`src/rtl/hf_decoder_param_if.sv`:
```
// Bundle of the table-load port, bit-in stream and symbol-out stream of
// hf_decoder_param. When HF_SYMCOUNT_EN is defined, the bundle also carries
// the 32-bit symbol counter. "master" is the producer/sink side and "slave"
// is the decoder side.
interface hf_decoder_param_if #(
    parameter int SYM_W   = 4,
    parameter int NUM_SYM = 16,
    parameter int MAX_LEN = 8
);
    localparam int IDX_W = $clog2(NUM_SYM);
    localparam int LEN_W = $clog2(MAX_LEN + 1);

    logic             tbl_start;
    logic             tbl_wr;
    logic [IDX_W-1:0] tbl_idx;
    logic [MAX_LEN-1:0] tbl_code;
    logic [LEN_W-1:0] tbl_len;
    logic [SYM_W-1:0] tbl_sym;
    logic             tbl_done;
    logic             hf_in;
    logic             hf_in_valid;
    logic             hf_in_ready;
    logic [SYM_W-1:0] hf_out;
    logic             hf_out_valid;
    logic             hf_out_ready;
    logic             hf_err;
    logic             decoding;
`ifdef HF_SYMCOUNT_EN
    logic [31:0]      sym_count;
`endif

    modport master (
        output tbl_start, tbl_wr, tbl_idx, tbl_code, tbl_len, tbl_sym, tbl_done,
        output hf_in, hf_in_valid, hf_out_ready,
        input  hf_in_ready, hf_out, hf_out_valid, hf_err, decoding
`ifdef HF_SYMCOUNT_EN
        , input sym_count
`endif
    );

    modport slave (
        input  tbl_start, tbl_wr, tbl_idx, tbl_code, tbl_len, tbl_sym, tbl_done,
        input  hf_in, hf_in_valid, hf_out_ready,
        output hf_in_ready, hf_out, hf_out_valid, hf_err, decoding
`ifdef HF_SYMCOUNT_EN
        , output sym_count
`endif
    );
endinterface

```
`src/rtl/hf_decoder_param.sv`:
```
// Bit-serial Huffman decoder with a loadable code table.
// LOAD phase fills {code, len, sym} entries; DECODE phase shifts one bit per
// accepted cycle into a partial code and emits the lowest-index table entry
// whose code and length both match. Tracking the length keeps codes with
// leading zeros from aliasing shorter codes.
// Optional macro HF_SYMCOUNT_EN adds a 32-bit count of delivered symbols.
module hf_decoder_param #(
    parameter int SYM_W   = 4,
    parameter int NUM_SYM = 16,
    parameter int MAX_LEN = 8
) (
    input logic CLK,
    input logic Reset,
    hf_decoder_param_if.slave bus
);
    localparam int LEN_W = $clog2(MAX_LEN + 1);
    localparam int CW    = MAX_LEN + 1;

    typedef enum logic {S_LOAD, S_DECODE} state_t;

    state_t state, state_next;

    // Code table: valid bits are reset, payload is not.
    logic [NUM_SYM-1:0] tbl_vld_q;
    logic [MAX_LEN-1:0] tbl_code_q [NUM_SYM];
    logic [LEN_W-1:0]   tbl_len_q  [NUM_SYM];
    logic [SYM_W-1:0]   tbl_sym_q  [NUM_SYM];

    // Partial code: at most MAX_LEN-1 bits are ever held between bits.
    logic [MAX_LEN-2:0] code_q;
    logic [LEN_W-1:0]   len_q;
    logic [SYM_W-1:0]   out_q;
    logic               out_valid_q;
    logic               err_q;

    logic               tbl_we;
    logic               accept;
    logic [MAX_LEN-1:0] cand;
    logic [LEN_W-1:0]   cand_len;
    logic [CW-1:0]      one_hot;
    logic [CW-1:0]      mask_full;
    logic [MAX_LEN-1:0] cand_mask;
    logic               hit;
    logic [SYM_W-1:0]   hit_sym;

    assign bus.decoding     = (state == S_DECODE);
    assign bus.hf_in_ready  = bus.decoding && !(out_valid_q && !bus.hf_out_ready);
    assign bus.hf_out       = out_q;
    assign bus.hf_out_valid = out_valid_q;
    assign bus.hf_err       = err_q;

    assign accept   = bus.hf_in_valid && bus.hf_in_ready;
    assign tbl_we   = (state == S_LOAD) && bus.tbl_wr && !bus.tbl_start;
    assign cand     = {code_q, bus.hf_in};
    assign cand_len = len_q + LEN_W'(1);

    // State register.
    // NOTE: sequential state uses non-blocking assignments so every flop samples pre-edge values.
    always_ff @(posedge CLK or negedge Reset) begin
        if (!Reset) state <= S_LOAD;
        else        state <= state_next;
    end

    // Next-state: tbl_start always wins; tbl_done only counts in LOAD.
    always_comb begin
        state_next = state;
        if (bus.tbl_start)                            state_next = S_LOAD;
        else if (state == S_LOAD && bus.tbl_done)     state_next = S_DECODE;
    end

    // Entry valid bits: cleared on reset and tbl_start, set by in-range writes.
    always_ff @(posedge CLK or negedge Reset) begin
        if (!Reset) begin
            tbl_vld_q <= '0;
        end else if (bus.tbl_start) begin
            tbl_vld_q <= '0;
        end else if (tbl_we) begin
            tbl_vld_q[bus.tbl_idx] <= (bus.tbl_len != '0) && (bus.tbl_len <= LEN_W'(MAX_LEN));
        end
    end

    // Entry payload, qualified by the valid bit above.
    // NOTE: table storage has no reset; the valid bits alone make stale payload harmless.
    always_ff @(posedge CLK) begin
        if (tbl_we) begin
            tbl_code_q[bus.tbl_idx] <= bus.tbl_code;
            tbl_len_q[bus.tbl_idx]  <= bus.tbl_len;
            tbl_sym_q[bus.tbl_idx]  <= bus.tbl_sym;
        end
    end

    // Match search over the table; scanning downward lets the lowest index win.
    // NOTE: every always_comb output gets a default first so no latch is inferred.
    always_comb begin
        hit       = 1'b0;
        hit_sym   = '0;
        one_hot   = CW'(1) << cand_len;
        mask_full = one_hot - CW'(1);
        cand_mask = mask_full[MAX_LEN-1:0];
        for (int i = NUM_SYM - 1; i >= 0; i--) begin
            if (tbl_vld_q[i] && (tbl_len_q[i] == cand_len) &&
                (((tbl_code_q[i] ^ cand) & cand_mask) == '0)) begin
                hit     = 1'b1;
                hit_sym = tbl_sym_q[i];
            end
        end
    end

    // Decode datapath: partial code shift, symbol output register, error pulse.
    always_ff @(posedge CLK or negedge Reset) begin
        if (!Reset) begin
            code_q      <= '0;
            len_q       <= '0;
            out_q       <= '0;
            out_valid_q <= 1'b0;
            err_q       <= 1'b0;
        end else begin
            err_q <= 1'b0;
            if (bus.tbl_start) begin
                code_q      <= '0;
                len_q       <= '0;
                out_valid_q <= 1'b0;
            end else if (state == S_DECODE) begin
                if (out_valid_q && bus.hf_out_ready) out_valid_q <= 1'b0;
                if (accept) begin
                    if (hit) begin
                        out_q       <= hit_sym;
                        out_valid_q <= 1'b1;
                        code_q      <= '0;
                        len_q       <= '0;
                    end else if (cand_len == LEN_W'(MAX_LEN)) begin
                        err_q  <= 1'b1;
                        code_q <= '0;
                        len_q  <= '0;
                    end else begin
                        code_q <= cand[MAX_LEN-2:0];
                        len_q  <= cand_len;
                    end
                end
            end
        end
    end

`ifdef HF_SYMCOUNT_EN
    logic [31:0] sym_count_q;

    // Delivered-symbol counter; wraps naturally at 2**32.
    always_ff @(posedge CLK or negedge Reset) begin
        if (!Reset)                               sym_count_q <= '0;
        else if (bus.tbl_start)                   sym_count_q <= '0;
        else if (out_valid_q && bus.hf_out_ready) sym_count_q <= sym_count_q + 32'd1;
    end

    assign bus.sym_count = sym_count_q;
`else
    // Symbol counter absent in this build.
`endif
endmodule

```
`src/flat_wrapper.sv`:
```
// flat-port wrapper written by rule: the top's interface ports become plain ports
module hf_decoder_param_flat 
#(
    parameter int SYM_W   = 4,
    parameter int NUM_SYM = 16,
    parameter int MAX_LEN = 8
)
  (CLK, Reset, bus_tbl_start, bus_tbl_wr, bus_tbl_idx, bus_tbl_code, bus_tbl_len, bus_tbl_sym, bus_tbl_done, bus_hf_in, bus_hf_in_valid, bus_hf_out_ready, bus_hf_in_ready, bus_hf_out, bus_hf_out_valid, bus_hf_err, bus_decoding);
  hf_decoder_param_if #(.SYM_W(SYM_W), .NUM_SYM(NUM_SYM), .MAX_LEN(MAX_LEN)) bus_i ();
  input logic CLK;
  input logic Reset;
  input wire logic [$bits(bus_i.tbl_start)-1:0] bus_tbl_start;
  input wire logic [$bits(bus_i.tbl_wr)-1:0] bus_tbl_wr;
  input wire logic [$bits(bus_i.tbl_idx)-1:0] bus_tbl_idx;
  input wire logic [$bits(bus_i.tbl_code)-1:0] bus_tbl_code;
  input wire logic [$bits(bus_i.tbl_len)-1:0] bus_tbl_len;
  input wire logic [$bits(bus_i.tbl_sym)-1:0] bus_tbl_sym;
  input wire logic [$bits(bus_i.tbl_done)-1:0] bus_tbl_done;
  input wire logic [$bits(bus_i.hf_in)-1:0] bus_hf_in;
  input wire logic [$bits(bus_i.hf_in_valid)-1:0] bus_hf_in_valid;
  input wire logic [$bits(bus_i.hf_out_ready)-1:0] bus_hf_out_ready;
  output wire logic [$bits(bus_i.hf_in_ready)-1:0] bus_hf_in_ready;
  output wire logic [$bits(bus_i.hf_out)-1:0] bus_hf_out;
  output wire logic [$bits(bus_i.hf_out_valid)-1:0] bus_hf_out_valid;
  output wire logic [$bits(bus_i.hf_err)-1:0] bus_hf_err;
  output wire logic [$bits(bus_i.decoding)-1:0] bus_decoding;
  assign bus_i.tbl_start = bus_tbl_start;
  assign bus_i.tbl_wr = bus_tbl_wr;
  assign bus_i.tbl_idx = bus_tbl_idx;
  assign bus_i.tbl_code = bus_tbl_code;
  assign bus_i.tbl_len = bus_tbl_len;
  assign bus_i.tbl_sym = bus_tbl_sym;
  assign bus_i.tbl_done = bus_tbl_done;
  assign bus_i.hf_in = bus_hf_in;
  assign bus_i.hf_in_valid = bus_hf_in_valid;
  assign bus_i.hf_out_ready = bus_hf_out_ready;
  assign bus_hf_in_ready = bus_i.hf_in_ready;
  assign bus_hf_out = bus_i.hf_out;
  assign bus_hf_out_valid = bus_i.hf_out_valid;
  assign bus_hf_err = bus_i.hf_err;
  assign bus_decoding = bus_i.decoding;
  hf_decoder_param #(.SYM_W(SYM_W), .NUM_SYM(NUM_SYM), .MAX_LEN(MAX_LEN)) u_core (.CLK(CLK), .Reset(Reset), .bus(bus_i));
endmodule
```
`config.mk`:
```
export PLATFORM = sky130hd
export DESIGN_NAME = hf_decoder_param_flat
export DESIGN_NICKNAME = d
export VERILOG_FILES = /design/src/rtl/hf_decoder_param_if.sv /design/src/rtl/hf_decoder_param.sv /design/src/flat_wrapper.sv
export SDC_FILE = /design/constraint.sdc
export NUM_CORES = 1
export LEC_CHECK = 0
export BUFFER_PORTS_ARGS = -buffer_cell sky130_fd_sc_hd__buf_2
export CELL_PAD_IN_SITES_DETAIL_PLACEMENT = 0
export CELL_PAD_IN_SITES_GLOBAL_PLACEMENT = 1
export CORE_ASPECT_RATIO = 1.2
export CORE_UTILIZATION = 57
export CTS_BUF_LIST = sky130_fd_sc_hd__clkbuf_16
export CTS_CLUSTER_SIZE = 40
export DETAILED_ROUTE_END_ITERATION = 6
export PLACE_DENSITY = 0.89
export REMOVE_ABC_BUFFERS = 1
export SLEW_MARGIN = 20
export SYNTH_ARGS = -nofsm -noshare
export SYNTH_HDL_FRONTEND = slang
export SYNTH_SLANG_ARGS = --single-unit
```
`constraint.sdc`:
```
create_clock -name CLK -period 8.19 [get_ports CLK]
set_input_delay 0.819 -clock CLK [delete_from_list [all_inputs] [get_ports CLK]]
set_output_delay 0.819 -clock CLK [all_outputs]
set_load 0.005 [all_outputs]
```
==> results of run 1 <==
[power by group]
part / internal (mW) / switching, mW / leakage, nW
clock network: 0.833 / 0.561 / 0.503
logic: 0.0484 / 0.117 / 1.91
registers: 1.62 / 0.00461 / 2.78
total: 2.50 / 0.683 / 5.19
[flip-flops by register name (all words and copies together), names as in the netlist]
signal and flops:
u_core.bus.decoding 1, u_core.bus.hf_err 1, u_core.bus.hf_out 4, u_core.bus.hf_out_valid 1, u_core.code_q 7, u_core.len_q 4
u_core.tbl_code_q 128, u_core.tbl_len_q 64, u_core.tbl_sym_q 64, u_core.tbl_vld_q 16
[layout make-up]
class,count,area share (%)
Sequential cell,290,55.2
Tap cell,320,2.59
Clock buffer,29,4.69
Clock inverter,25,1.79
Multi-Input combinational cell,667,32.7
Inverter,24,0.582
Timing Repair Buffer,64,2.54
[worst paths after layout]
path	slack (ns)	startpoint	cells past startpoint	to
min reg2reg	0.51	u_core.bus.hf_out[0]	1	u_core.bus.hf_out[0]
max	2.15	u_core.len_q[0]	17	u_core.bus.hf_out[0]
max in group asynchronous	7.23	Reset	1	u_core.tbl_vld_q[2]
min	0.37	Reset	1	u_core.bus.hf_out[2]
min in group CLK	0.48	bus_tbl_done	3	u_core.bus.decoding
max reg2reg	2.15	u_core.len_q[0]	17	u_core.bus.hf_out[0]
[per-layer routing]
metal / up-vias / wire length (um) / GRT usage, %
met4: 2 / 1260 / 11.9
met3: 86 / 2080 / 4.25
li1: 4012 / - / -
met1: 4396 / 13400 / 34.3
met5: - / 12 / 0
met2: 310 / 16500 / 45.9
[cell families after synthesis]
kind of cell,share of synthesized area [%]
compound gates,14.3
xor+xnor,11.3
fa+ha+maj,0.534
buf+inv,3.27
flops,60.8
mux,0.864
simple gates,8.93
[layout by cell type, fill, tap and decap left out, types with 7 or more instances in the layout]
cell type	n
inv_1	27
o21ai_0	14
clkinv_1	10
a2bb2oi_1	7
xnor2_1	131
o22ai_1	26
buf_2	35
clkbuf_16	29
xor2_1	39
nand3_1	36
dfrtp_1	34
nand2_1	47
buf_4	29
and3_1	7
edfxtp_1	256
a32o_1	10
a21oi_1	31
mux2i_1	11
nor3_1	7
a31oi_1	7
nand2b_1	7
o211ai_1	12
o221ai_1	15
nor2_1	74
a211oi_1	23
[through the flow]
| step | worst slack (ns) | total power [mW] | instances | utilization (%) |
|---|---|---|---|---|
| final | 2.15 | 3.18 | 1419 | 64.4 |
| after global routing | 1.89 | 3.26 | 1419 | 64.4 |
| after CTS | 2.34 | 3.20 | 1419 | 64.4 |
| after detailed placement | 2.33 | 1.82 | 1365 | 60.2 |
| after global placement | 2.36 | 1.82 | 1365 | 60.2 |
| after floorplan | 2.83 | 1.75 | 981 | - |
==> metrics, run 1 <==
outcome completed; remaining global-route overflow 0; drt pass-1 iters 5; post-CTS sizing 0; Clk pin slew, worst setup/hold paths 0.06 ns; die area 25,300 um2; cell area after synthesis 14,000 um2; synth cell count leaders edfxtp_1 (256), xnor2_1 (131), nor2_1 (74); register area 8540 um2; Worst Hold Slack 0.371 ns; Seq cells post-synth 290; Synth area leaders edfxtp_1 (55%), xnor2_1 (8.2%), dfrtp_1 (6.1%), xor2_1 (2.5%), nor2_1 (2.0%); routed vias 8,806; unique cell type count in the Yosys netlist 106; crit end category register; Worst Path Buf+Inv 3; CTS tree yes; crit share post-route 73.7%; Vias/cell 6.21; # fillers 1,838; area grow syn2layout 10.2%; DR WL/cell 23.5 um; Final Skew 0.0226 ns; Die Wd 145 um; antenna fix cells 0; Final Cell Area 15,500 um2; Seq/Total Area, Yosys 60.8%; CP Cell Sequence buf_4, ha_1, nand4_4, a21boi_1, buf_4, inv_1, ha_1, o22ai_1, a211o_1, nor4b_1, o211ai_1, a21o_2, o311ai_0, nand4bb_1, a211o_1, nand4_1, o21a_1; first-iteration detailed-routing DRC count 751; largest net degree at the start of global routing 35; hold crit path type in2async; post-route minimum period 6.04 ns; initial antenna violation count 1; Slew Viols, Final 0; setup_tns 0 ns; NumNets Final 1,110; Least-Margin Pin Slew 1.09 ns; Largest delay share family, worst path compound AO/OA/AOI/OAI gates; post-synth top area share 54.7%; Routed Antenna Nets 0; CTS Hold Buffers Added 0; Initial Utilization 58.4%; Critical Path Slowest Stage Cell nor4b_1; layout cell share with drive strength beyond 1 15.6%; Worst EP required 8.65 ns; CTS Buffer Depth 3; area of the multi-input gates 5060 um2; CTS sink cnt 290; RSZ-0062 raised after global routing false; FP Rows 62; Startpoint Class register; largest area contributor in the netlist edfxtp_1; final setup vio count 0; Placed Area 14,500 um2; power per cell area 206 nW/um2; crit path max fanout 25; number of H-tree levels 1; critical path arrival 6.50 ns; final hold vios 0; later-pin clock latency in the skew report 0.57 ns; worst vdd ir 156 uV; Num CTS Buffers 29; top_reg_cell synth edfxtp_1; post-DP HPWL 22,600 um; global-route wire length before repair 51,500 um; cell with the most instances after synthesis edfxtp_1; io pins 36; Largest stage delay, worst path 0.88 ns; Mapped Avg Cell Area 13.6 um2; leak pwr 5.19 nW; GPL Wtd Cong 0.929; Root Buffer clkbuf_16; Max transition margin 27.3%; Port Buffers 35; Post-synth EDFFs 256; DRC Markers 0; Core Area 24,000 um2; Post-CTS Setup Inserts 0; WS Path Type reg2reg; Die Y 174 um; MaxCap Viol Count 0; number of global-route vias before repair 8,923; maximum clock frequency 0.166 GHz; WL final 33,300 um; Mapped Cells 1,032; total track usage 27.0%; ys async rst share 11.7%; synth warn 0
Power figures use the tool's default switching activity.
==> inputs of run 2 (changes only) <==
ABC_AREA = 1   (was unset)
CORE_UTILIZATION = 46   (was 57)
PLACE_DENSITY = 0.8   (was 0.89)
clock period = 5.5 ns   (was 8.19 ns; I/O delays follow)
==> metrics, run 2 <==
largest area contributor in the netlist edfxtp_1; commonest non-fill, non-tap cells in the layout nand2_1 (260), edfxtp_1 (256), inv_1 (113); area of the multi-input gates 4650 um2; Root Buffer clkbuf_16; top_reg_cell synth edfxtp_1; global-route wire length before repair 49,700 um; Post-CTS Setup Inserts 0; final setup vio count 0; Core Area 29,600 um2; Worst EP required 5.96 ns; area grow syn2layout 11.7%; M1 wire length 13,400 um; crit share post-route 81.8%; crit path max fanout 31; cell area after synthesis 13,900 um2; leak pwr 5.98 nW; Worst Path Buf+Inv 3; DR WL/cell 18.2 um; post-route minimum period 4.50 ns; Reg-to-Reg End u_core.bus.hf_out[3]; initial antenna violation count 0; unique cell type count in the Yosys netlist 53; register area 8540 um2; Final Cell Area 15,500 um2; GPL Wtd Cong 0.792; CTS sink cnt 290; critical path arrival 4.96 ns; CTS tree yes; number of flip-flops in the largest register 128; Clk pin slew, worst setup/hold paths 0.06 ns; Post-synth EDFFs 256; synth cell count leaders nand2_1 (260), edfxtp_1 (256), inv_1 (109); Max transition margin 28.9%; placed cells 1,689; setup_tns 0 ns; first-iteration detailed-routing DRC count 658; die area 30,800 um2; Largest Register u_core.tbl_code_q; post-layout util 52.3%; number of global-route vias before repair 8,885; hold crit path type in2reg; post-DP HPWL 22,500 um; Reg2Reg Setup Slack 1.00 ns; Num CTS Buffers 30; post-CTS sizing 0; DRC Markers 0; WS Path Type reg2reg; CTS Buffer Depth 3; post-synth top area share 55.4%; Largest stage delay, worst path 0.60 ns; Initial Utilization 46.8%; critical path depth in cells 32; antenna fix cells 0; drt pass-1 iters 5; max layer used met4; Die Y 192 um; crit end category register; cell with the most instances after synthesis nand2_1; Startpoint Class register; outcome completed; RSZ-0062 raised after global routing false; final hold vios 0; layout cell share with drive strength beyond 1 14.7%; Least-Margin Pin Slew 1.07 ns; MaxCap Viol Count 0; Synth area leaders edfxtp_1 (55%), nand2_1 (7.0%), dfrtp_1 (6.1%), xor2_1 (6.0%), nand3_1 (3.7%); Worst Hold Slack 0.209 ns; routed vias 9,075; final worst slack 1.00 ns; remaining global-route overflow 0; worst r2r path cells 32; WL final 31,800 um; io pins 36; maximum clock frequency 0.222 GHz; NumNets Final 1,367; Pwr Total 5.37 mW; Final Skew 0.0173 ns; Critical Path Slowest Stage Cell ha_1; # fillers 2,609; commonest non-fill, non-tap cell in the layout nand2_1; Seq/Total Area, Yosys 61.6%; Placed Area 14,500 um2; Mapped Avg Cell Area 10.8 um2; synth warn 0; Slew Viols, Final 0; largest net degree at the start of global routing 35; number of H-tree levels 1; later-pin clock latency in the skew report 0.56 ns; Vias/cell 5.19; post-route insts no fill 1,747; Port Buffers 35; ys async rst share 11.7%; Die Wd 160 um; Regs by FF count u_core.tbl_code_q (128), u_core.tbl_len_q (64), u_core.tbl_sym_q (64); power per cell area 347 nW/um2; DP Worst Slack 0.969 ns; crit path capture u_core.bus.hf_out[3]; Seq cells post-synth 290; total track usage 21.1%; CP Launch Point u_core.len_q[0]; met2 wire length 16,400 um; FP Rows 69; most frequent cell on the critical path nand2_1; Largest delay share family, worst path simple AND/OR/NAND/NOR gates; Routed Antenna Nets 0; met3 routed WL 1400 um; worst vdd ir 229 uV; Critical R2R Launch u_core.len_q[0]; Mapped Cells 1,282
run 2: area by class of cell:
type | count | area share, %
Clock buffer | 30 | 4.85
Sequential cell | 290 | 55.1
Timing Repair Buffer | 61 | 2.49
Tap cell | 390 | 3.15
Multi-Input combinational cell | 828 | 30.0
Inverter | 122 | 2.99
Clock inverter | 26 | 1.39
run 2: worst min path at each step:
stage	from	end	slack, ns	cells after the start
after global routing	bus_tbl_done	u_core.bus.decoding	0.20	3
after detailed placement	u_core.bus.hf_out[1]	u_core.bus.hf_out[1]	0.47	2
after CTS	Reset	u_core.bus.hf_out_valid	0.18	1
after floorplan	Reset	u_core.bus.decoding	0.25	0
after global placement	u_core.bus.hf_out[0]	u_core.bus.hf_out[0]	0.47	2
final	bus_tbl_done	u_core.bus.decoding	0.21	3
run 2: metal layers:
metal,track usage [%],up-vias
met3,2.87,38
met1,26.0,4386
met4,5.35,0
li1,-,4466
met2,38.7,185
met5,0,-
run 2: report_power, final:
part / switching [mW] / internal, mW
clock network: 0.856 / 1.13
registers: 0.0144 / 2.41
logic: 0.690 / 0.262
run 2: timing repair:
item | 4_1_cts | 5_1_grt
endpoints found under the setup margin | 0 | 0
hold buffers | 0 | 1
hold endpoints to repair | 0 | 8
run 2: worst register-to-register path, delay by kind of cell (launching register included):
family                   cells  cell delay, ns
buffers and inverters        3            0.54
adder cells (fa/ha/maj)      2            0.83
AND/OR/NAND/NOR             27            2.61
flip-flops                   1            0.42
run 2: kinds of logic (layout without fill, tap and decap cells):
kind of cell	Yosys count	in the layout	share of synthesized area (%)
adders and majority gates	6	6	0.541
DFF	290	290	61.6
xor gates and xnor gates	125	125	7.90
buffers and inverters	164	239	4.90
AOI/OAI and AO/OA	140	140	6.55
and+or+nand+nor	557	557	18.5
